File: src/rtl/fib_alu_sequencer.sv
// ---------------------------------------------------------------------------
// fib_alu_sequencer
//   Control stage in front of an external 8-bit ALU. Produces Fibonacci terms
//   F0..F(n-1) by driving the ALU operands/opcode and capturing its result and
//   carry each cycle. Terms leave on a valid/ready stream. A run stops early
//   when the ALU carry reports an overflow of the datapath width.
//
//   Optional feature macro: FIB_PARITY_EN
//     defined   -> extra PARITY state after every ADD; the ALU computes b & 1
//                  and the LSB is presented on term_odd with each term.
//     undefined -> no PARITY state, term_odd tied low, AND never issued.
//
// Ports
//   clk, rst_n        clock, asynchronous active-low reset
//   start, n_terms    run request (sampled only in IDLE) and term count
//   busy, done        not-IDLE indicator, one-cycle end-of-run pulse
//   overflow          sticky: last run ended on ALU carry
//   term_valid/ready  term stream handshake
//   term_data/index   Fibonacci term and its index k
//   term_odd          term LSB as computed by the ALU (parity build only)
//   alu_left/right    ALU operands A/B
//   alu_status_in     ALU carry-in (always 0)
//   alu_opcode        ALU operation select
//   alu_status_out    ALU carry-out
//   alu_result        ALU result (combinational, same cycle)
// ---------------------------------------------------------------------------
module fib_alu_sequencer #(
    parameter int unsigned WIDTH      = 8,
    parameter logic [1:0]  OP_ADD_VAL = 2'd0,
    parameter logic [1:0]  OP_AND_VAL = 2'd2
) (
    input  logic             clk,
    input  logic             rst_n,
    input  logic             start,
    input  logic [7:0]       n_terms,
    output logic             busy,
    output logic             done,
    output logic             overflow,
    output logic             term_valid,
    input  logic             term_ready,
    output logic [WIDTH-1:0] term_data,
    output logic [7:0]       term_index,
    output logic             term_odd,
    output logic [WIDTH-1:0] alu_left,
    output logic [WIDTH-1:0] alu_right,
    output logic             alu_status_in,
    output logic [1:0]       alu_opcode,
    input  logic             alu_status_out,
    input  logic [WIDTH-1:0] alu_result
);

`ifdef FIB_PARITY_EN
    typedef enum logic [2:0] {S_IDLE, S_EMIT, S_ADD, S_PARITY, S_DONE} state_e;
`else
    typedef enum logic [2:0] {S_IDLE, S_EMIT, S_ADD, S_DONE} state_e;
`endif

    state_e            state_q, state_d;
    logic [WIDTH-1:0]  a_q, a_d;     // F(k-1)
    logic [WIDTH-1:0]  b_q, b_d;     // F(k)
    logic [7:0]        idx_q, idx_d; // k
    logic [7:0]        n_q, n_d;     // captured term count
    logic              ovf_q, ovf_d;
`ifdef FIB_PARITY_EN
    logic              odd_q, odd_d;
`else
    // AND opcode only reaches the ALU when the parity stage is built in.
    logic [1:0]        unused_and_op;
    assign unused_and_op = OP_AND_VAL;
`endif

    always_ff @(posedge clk or negedge rst_n) begin
        if (!rst_n) begin
            state_q <= S_IDLE;
            a_q     <= '0;
            b_q     <= '0;
            idx_q   <= '0;
            n_q     <= '0;
            ovf_q   <= 1'b0;
`ifdef FIB_PARITY_EN
            odd_q   <= 1'b0;
`endif
        end else begin
            state_q <= state_d;
            a_q     <= a_d;
            b_q     <= b_d;
            idx_q   <= idx_d;
            n_q     <= n_d;
            ovf_q   <= ovf_d;
`ifdef FIB_PARITY_EN
            odd_q   <= odd_d;
`endif
        end
    end

    always_comb begin
        state_d    = state_q;
        a_d        = a_q;
        b_d        = b_q;
        idx_d      = idx_q;
        n_d        = n_q;
        ovf_d      = ovf_q;
`ifdef FIB_PARITY_EN
        odd_d      = odd_q;
`endif
        alu_left   = a_q;
        alu_right  = b_q;
        alu_opcode = OP_ADD_VAL;

        case (state_q)
            S_IDLE: begin
                if (start) begin
                    n_d   = n_terms;
                    ovf_d = 1'b0;
                    if (n_terms == '0) begin
                        state_d = S_DONE;
                    end else begin
                        // Seed a=F(-1)=1, b=F0=0 so the first ADD yields F1.
                        a_d     = WIDTH'(1);
                        b_d     = '0;
                        idx_d   = '0;
`ifdef FIB_PARITY_EN
                        odd_d   = 1'b0;
`endif
                        state_d = S_EMIT;
                    end
                end
            end
            S_EMIT: begin
                if (term_ready) begin
                    if (idx_q == n_q - 8'd1) begin
                        state_d = S_DONE;
                    end else begin
                        idx_d   = idx_q + 8'd1;
                        state_d = S_ADD;
                    end
                end
            end
            S_ADD: begin
                if (alu_status_out) begin
                    ovf_d   = 1'b1;
                    state_d = S_DONE;
                end else begin
                    a_d     = b_q;
                    b_d     = alu_result;
`ifdef FIB_PARITY_EN
                    state_d = S_PARITY;
`else
                    state_d = S_EMIT;
`endif
                end
            end
`ifdef FIB_PARITY_EN
            S_PARITY: begin
                alu_left   = b_q;
                alu_right  = WIDTH'(1);
                alu_opcode = OP_AND_VAL;
                odd_d      = alu_result[0];
                state_d    = S_EMIT;
            end
`endif
            S_DONE: begin
                state_d = S_IDLE;
            end
            default: begin
                state_d = S_IDLE;
            end
        endcase
    end

    assign busy          = (state_q != S_IDLE);
    assign done          = (state_q == S_DONE);
    assign term_valid    = (state_q == S_EMIT);
    assign term_data     = b_q;
    assign term_index    = idx_q;
    assign overflow      = ovf_q;
    assign alu_status_in = 1'b0;
`ifdef FIB_PARITY_EN
    assign term_odd      = odd_q;
`else
    assign term_odd      = 1'b0;
`endif

endmodule

File: config.mk
export PLATFORM = sky130hd
export DESIGN_NAME = fib_alu_sequencer
export DESIGN_NICKNAME = d
export VERILOG_FILES = /design/src/rtl/fib_alu_sequencer.sv
export SDC_FILE = /design/constraint.sdc
export NUM_CORES = 1
export LEC_CHECK = 0
export CORE_ASPECT_RATIO = 0.7
export CORE_MARGIN = 8
export CORE_UTILIZATION = 46
export DETAILED_ROUTE_END_ITERATION = 10
export GPL_TIMING_DRIVEN = 0
export PLACE_DENSITY = 0.81
export SYNTH_ARGS = -nofsm -noshare
export SYNTH_HDL_FRONTEND = slang
export SYNTH_SLANG_ARGS = --single-unit
File: constraint.sdc
create_clock -name clk -period 2.7 [get_ports clk]
set_input_delay 0.54 -clock clk [delete_from_list [all_inputs] [get_ports clk]]
set_output_delay 0.54 -clock clk [all_outputs]
set_load 0.03 [all_outputs]
== After elaboration in Yosys (flattened, before gate mapping) ==
Cells that the tools add are included.

* Register bits: 36
* Latch bits: 0
* Memory bits (writable): 0
* Bits in read-only memories: 0
* Input bits: 21
* Output and inout bits: 40
* Logic and storage cells: 48
* Memories: 0

* $add $sub $neg: 2
* Multipliers: 0
* Divide/modulo/power cells: 0
* $lt $le $gt $ge: 0
* Eq/ne operators: 10
* Shifts and indexed selects: 0
* Mux-type cells: 20
* Bitwise operators: 0
* Reduce and logical (&&, ||, !) cells: 10

{| class="wikitable"
|+ Operators by type and width
! operator !! count
|-
| $mux W8 || 8
|-
| $pmux W8 S2 || 3
|-
| $ne A2 B2 Y1 const B || 5
|-
| $pmux W3 S3 || 1
|-
| $add A8 B1 Y8 const B || 1
|-
| $eq A8 B8 Y1 || 1
|-
| $logic_not A8 Y1 || 1
|-
| $sub A8 B1 Y8 const B || 1
|-
| $eq A3 B2 Y1 const B || 2
|-
| $mux W3 || 2
|-
| $reduce_and A5 Y1 || 1
|-
| $mux W2 || 2
|-
| $reduce_and A2 Y1 || 2
|-
| $reduce_and A4 Y1 || 1
|-
| $reduce_bool A2 Y1 || 2
|-
| $eq A3 B1 Y1 const B || 1
|-
| $logic_not A3 Y1 || 1
|-
| $mux W1 || 3
|-
| $reduce_and A3 Y1 || 1
|-
| $reduce_bool A3 Y1 || 1
|-
| $ne A2 B1 Y1 const B || 1
|-
| $pmux W1 S2 || 1
|}

== Depth between registers and ports, before layout ==
* Word-level depth: 5
* Mapped depth: 9
* Gate-level depth less buffers: 9

== Worst setup path before layout ==
No wires, ideal clock.

* Path type: reg-to-reg
* Start: reg idx_q[3], in the netlist term_index[3]
* End: reg idx_q[7], in the netlist term_index[7]
* Setup time: 142 ps
* Arrival: 1953 ps
* Data required time: 2558 ps
* Setup slack: 605 ps
* Cell stages (with the launch flop): 8
* Buffers on the path: 0
* Clock period less this slack: 2095 ps
* Cells stage by stage: dfrtp_1 -> xnor2_1 -> xnor2_1 -> or4_4 -> nor4_4 -> a21oi_2 -> and4_1 -> mux2i_1

* Cells in the longest elaborated chain, start to end: 4
* Elaborated cells on any way between the ends: 7
* Those cells by class: add/sub (1); eq/ne (2); mux (3); reduce/logical (1)

{| class="wikitable"
|+ Ends and longest elaborated chain
! element !! line !! text
|-
| from (decl) || 61 || <nowiki>logic [7:0] idx_q, idx_d;</nowiki>
|-
| from (signal assigned) || 87 || <nowiki>idx_q <= idx_d;</nowiki>
|-
| $add A8 B1 Y8 || 134 || <nowiki>idx_d = idx_q + 8'd1;</nowiki>
|-
| $mux W8 || 131 || <nowiki>if (idx_q == n_q - 8'd1) begin</nowiki>
|-
| $mux W8 || 130 || <nowiki>if (term_ready) begin</nowiki>
|-
| $pmux W8 S2 || 110 || <nowiki>case (state_q)</nowiki>
|}

Parallel ways exist; a longest one is shown, timed or not. The select of a mux whose other input is x is not followed.
A chain may end at the register's enable or synchronous reset.

== Worst setup path in the final report ==
* Start: in n_terms[4]
* End: reg b_q[2], in the netlist alu_right[2]

* Cells in the longest elaborated chain, start to end: 3

{| class="wikitable"
|+ Ends and longest elaborated chain
! element !! line !! text
|-
| from (decl) || 35 || <nowiki>input logic [7:0] n_terms,</nowiki>
|-
| $logic_not A8 Y1 || 115 || <nowiki>if (n_terms == '0) begin</nowiki>
|-
| $ne A2 B2 Y1 (no source line) || - ||
|-
| $reduce_and A4 Y1 (no source line) || - ||
|-
| to (signal assigned) || 76 || <nowiki>b_q <= '0;</nowiki>
|-
| to (signal assigned) || 86 || <nowiki>b_q <= b_d;</nowiki>
|-
| to (decl) || 60 || <nowiki>logic [WIDTH-1:0] b_q, b_d;</nowiki>
|}

No other way between the ends.

==> metrics.txt <==
RSZ-0062 raised after global routing no; layout cell share with drive strength beyond 1 13.9%; Yosys cell types 42; number of nets in the layout 296; Setup crit end kind flop; top cells by area, synth dfrtp_1 46%, nand2_1 8.7%, buf_4 4.8%; Die X 92.7 um; pre-CTS WS -256 ps; Synth Area per Inst 9.16 um2; Num CTS Buffers 5; max_cap viols 0; final setup fails 0; Relative slew margins 48.1%; DRT iter0 DRCs 66; largest area contributor in the netlist dfrtp_1; Design Area, Final 0.00262 mm2; Layout Cells excl Fill 326; count leader, synth nand2_1; yosys warns 0; Antenna Cells 0; Pleak 1.17 nW; cell area power density 1050 mW/mm2; placed insts 318; routed length on met3 270 um; PortBufs 56; FMAX 0.392 GHz; Synth-to-Final Area Change 38.0%; kind of critical path in2reg; fin worst setup slack 151 ps; Placed Area 0.00253 mm2; Routed Antenna Nets 0; clk slew on worst S/H paths 70 ps; Core ar. 0.00395 mm2; worst endpoint data arrival time 2730 ps; post-CTS setup buffers 0; Max Fanout on Critical Path 10; Top Layer Used met4; number of global-route vias before repair 1706; most instantiated cells after synthesis 44 x nand2_1, 35 x dfrtp_1, 17 x nand3_1, 12 x buf_4, 9 x o21ai_0; Die Y 69.7 um; nature of the critical path startpoint primary input; Syn Inst Count 207; num rows 19; number of flops mapped to enable cells by yosys 0; flops & latches, synth 35; drt wl/cell 15.4 um; post-synthesis cell area 0.00190 mm2; grt ovf 0; # DRC 0; setup TNS 0 ps; Post-CTS Resized 0; Worst Hold Class in2async; largest net degree at the start of global routing 36; Max rail drop VDD 597 uV; final WL 5020 um; Root Buffer Master clkbuf_8; Worst Skew 9.40 ps; post-synth top area share 46.2%; later-pin clock latency in the skew report 300 ps; Slew @ Worst Pin 778 ps; Starting Density 48.0%; Max Root-Sink Buffers 2; drt first pass iters 4; CTS tree built; CTS hold repair buffers 0; Vias 1691; register area share after synthesis 46.2%; Post-synth ARST share 100%; top_reg_cell synth dfrtp_1; H-tree depth 2; clock sink total 35; total global-route track usage 16.8%; Slew Limit Fails 0; met2 WL 2360 um; global-route wire length before repair 8490 um; die area 0.00646 mm2; crit path time final 2550 ps; CP required 2880 ps; post-DP HPWL 3850 um; Routability Congestion 0.783; antenna violations before repair 0; status finished, final reports clean; # IOs 61; Fin. Hold Viols 0; drt via density 5.19; Tcrit/Tclk final 94.4%; DRT met1 WL 2290 um; Final Power 0.00274 W; number of fill cells 363
-- final timing paths --
path,slack (ps),startpoint,end,cells after the start
worst min register to register,470,alu_left[3],alu_left[3],2
worst min-delay path,320,rst_n,term_index[0],1
max in group asynchronous,1880,rst_n,alu_left[3],1
worst max-delay path,150,n_terms[4],alu_right[2],9
min in group clk,470,alu_left[3],alu_left[3],2
worst max register to register,310,n_q[0],term_index[2],8
-- area by class of cell --
| type | count | area [um2] | area share (%) |
|---|---|---|---|
| tap | 52 | 65.1 | 2.49 |
| sequential | 35 | 876 | 33.5 |
| inverter | 8 | 30.0 | 1.15 |
| timing repair buffer | 56 | 556 | 21.2 |
| multi-input combinational | 149 | 893 | 34.1 |
| clock buffer | 7 | 76.3 | 2.92 |
| clock inverter | 1 | 5.00 | 0.191 |
| buffer | 18 | 115 | 4.40 |
-- through the flow --
stage / util, % / hold WS (ps)
after CTS: 66.1 / 337
final: 66.3 / 324
after global routing: 66.3 / 374
after floorplan: - / 244
after global placement: 64.2 / 451
after detailed placement: 64.0 / 460
-- sequential cells by signal, indices dropped and copies added, names as in the netlist --
register / flops
alu_left: 8
alu_right: 8
n_q: 8
overflow: 1
state_q: 2
term_index: 8
-- metal layers --
layer	track usage, %	vias up
li1	-	822
met5	0	-
met1	20.4	812
met4	7.65	0
met2	25.6	49
met3	6.27	8
-- power by group --
group	internal, W	switching, W
Sequential	0.000683	0.000222
Clock	0.000181	0.000192
Combinational	0.000641	0.000821
-- cell families after synthesis --
family                     share of synthesized area (%)
AOI/OAI and AO/OA                                   9.31
other                                              0.198
muxes                                               5.61
adders and majority gates                           1.32
DFF                                                 46.2
and+or+nand+nor                                     25.6
buffers and inverters                               7.59
xor gates and xnor gates                            4.16
-- critical path, stage by stage --
cell and delay, ps:
clkdlybuf4s50_1 450, nor4_1 370, nand2_1 130, nor4_2 380, o21ba_2 230, buf_2 170, buf_1 230, nand3_1 150
nand2_1 70
-- placed cells by master (no fill, tap or decap), types with 5 or more instances in the layout --
| master | Yosys | layout |
|---|---|---|
| clkdlybuf4s50_1 | 0 | 55 |
| mux2i_1 | 5 | 5 |
| mux2_2 | 5 | 5 |
| inv_1 | 8 | 8 |
| xnor2_1 | 8 | 8 |
| clkbuf_8 | 0 | 5 |
| nor2b_1 | 5 | 5 |
| buf_4 | 12 | 12 |
| nor2_1 | 8 | 8 |
| a21oi_1 | 6 | 6 |
| o21ai_0 | 9 | 9 |
| nand3_1 | 17 | 17 |
| nand2_1 | 44 | 44 |
| dfrtp_1 | 35 | 35 |
(Power assumes the default switching activity.)
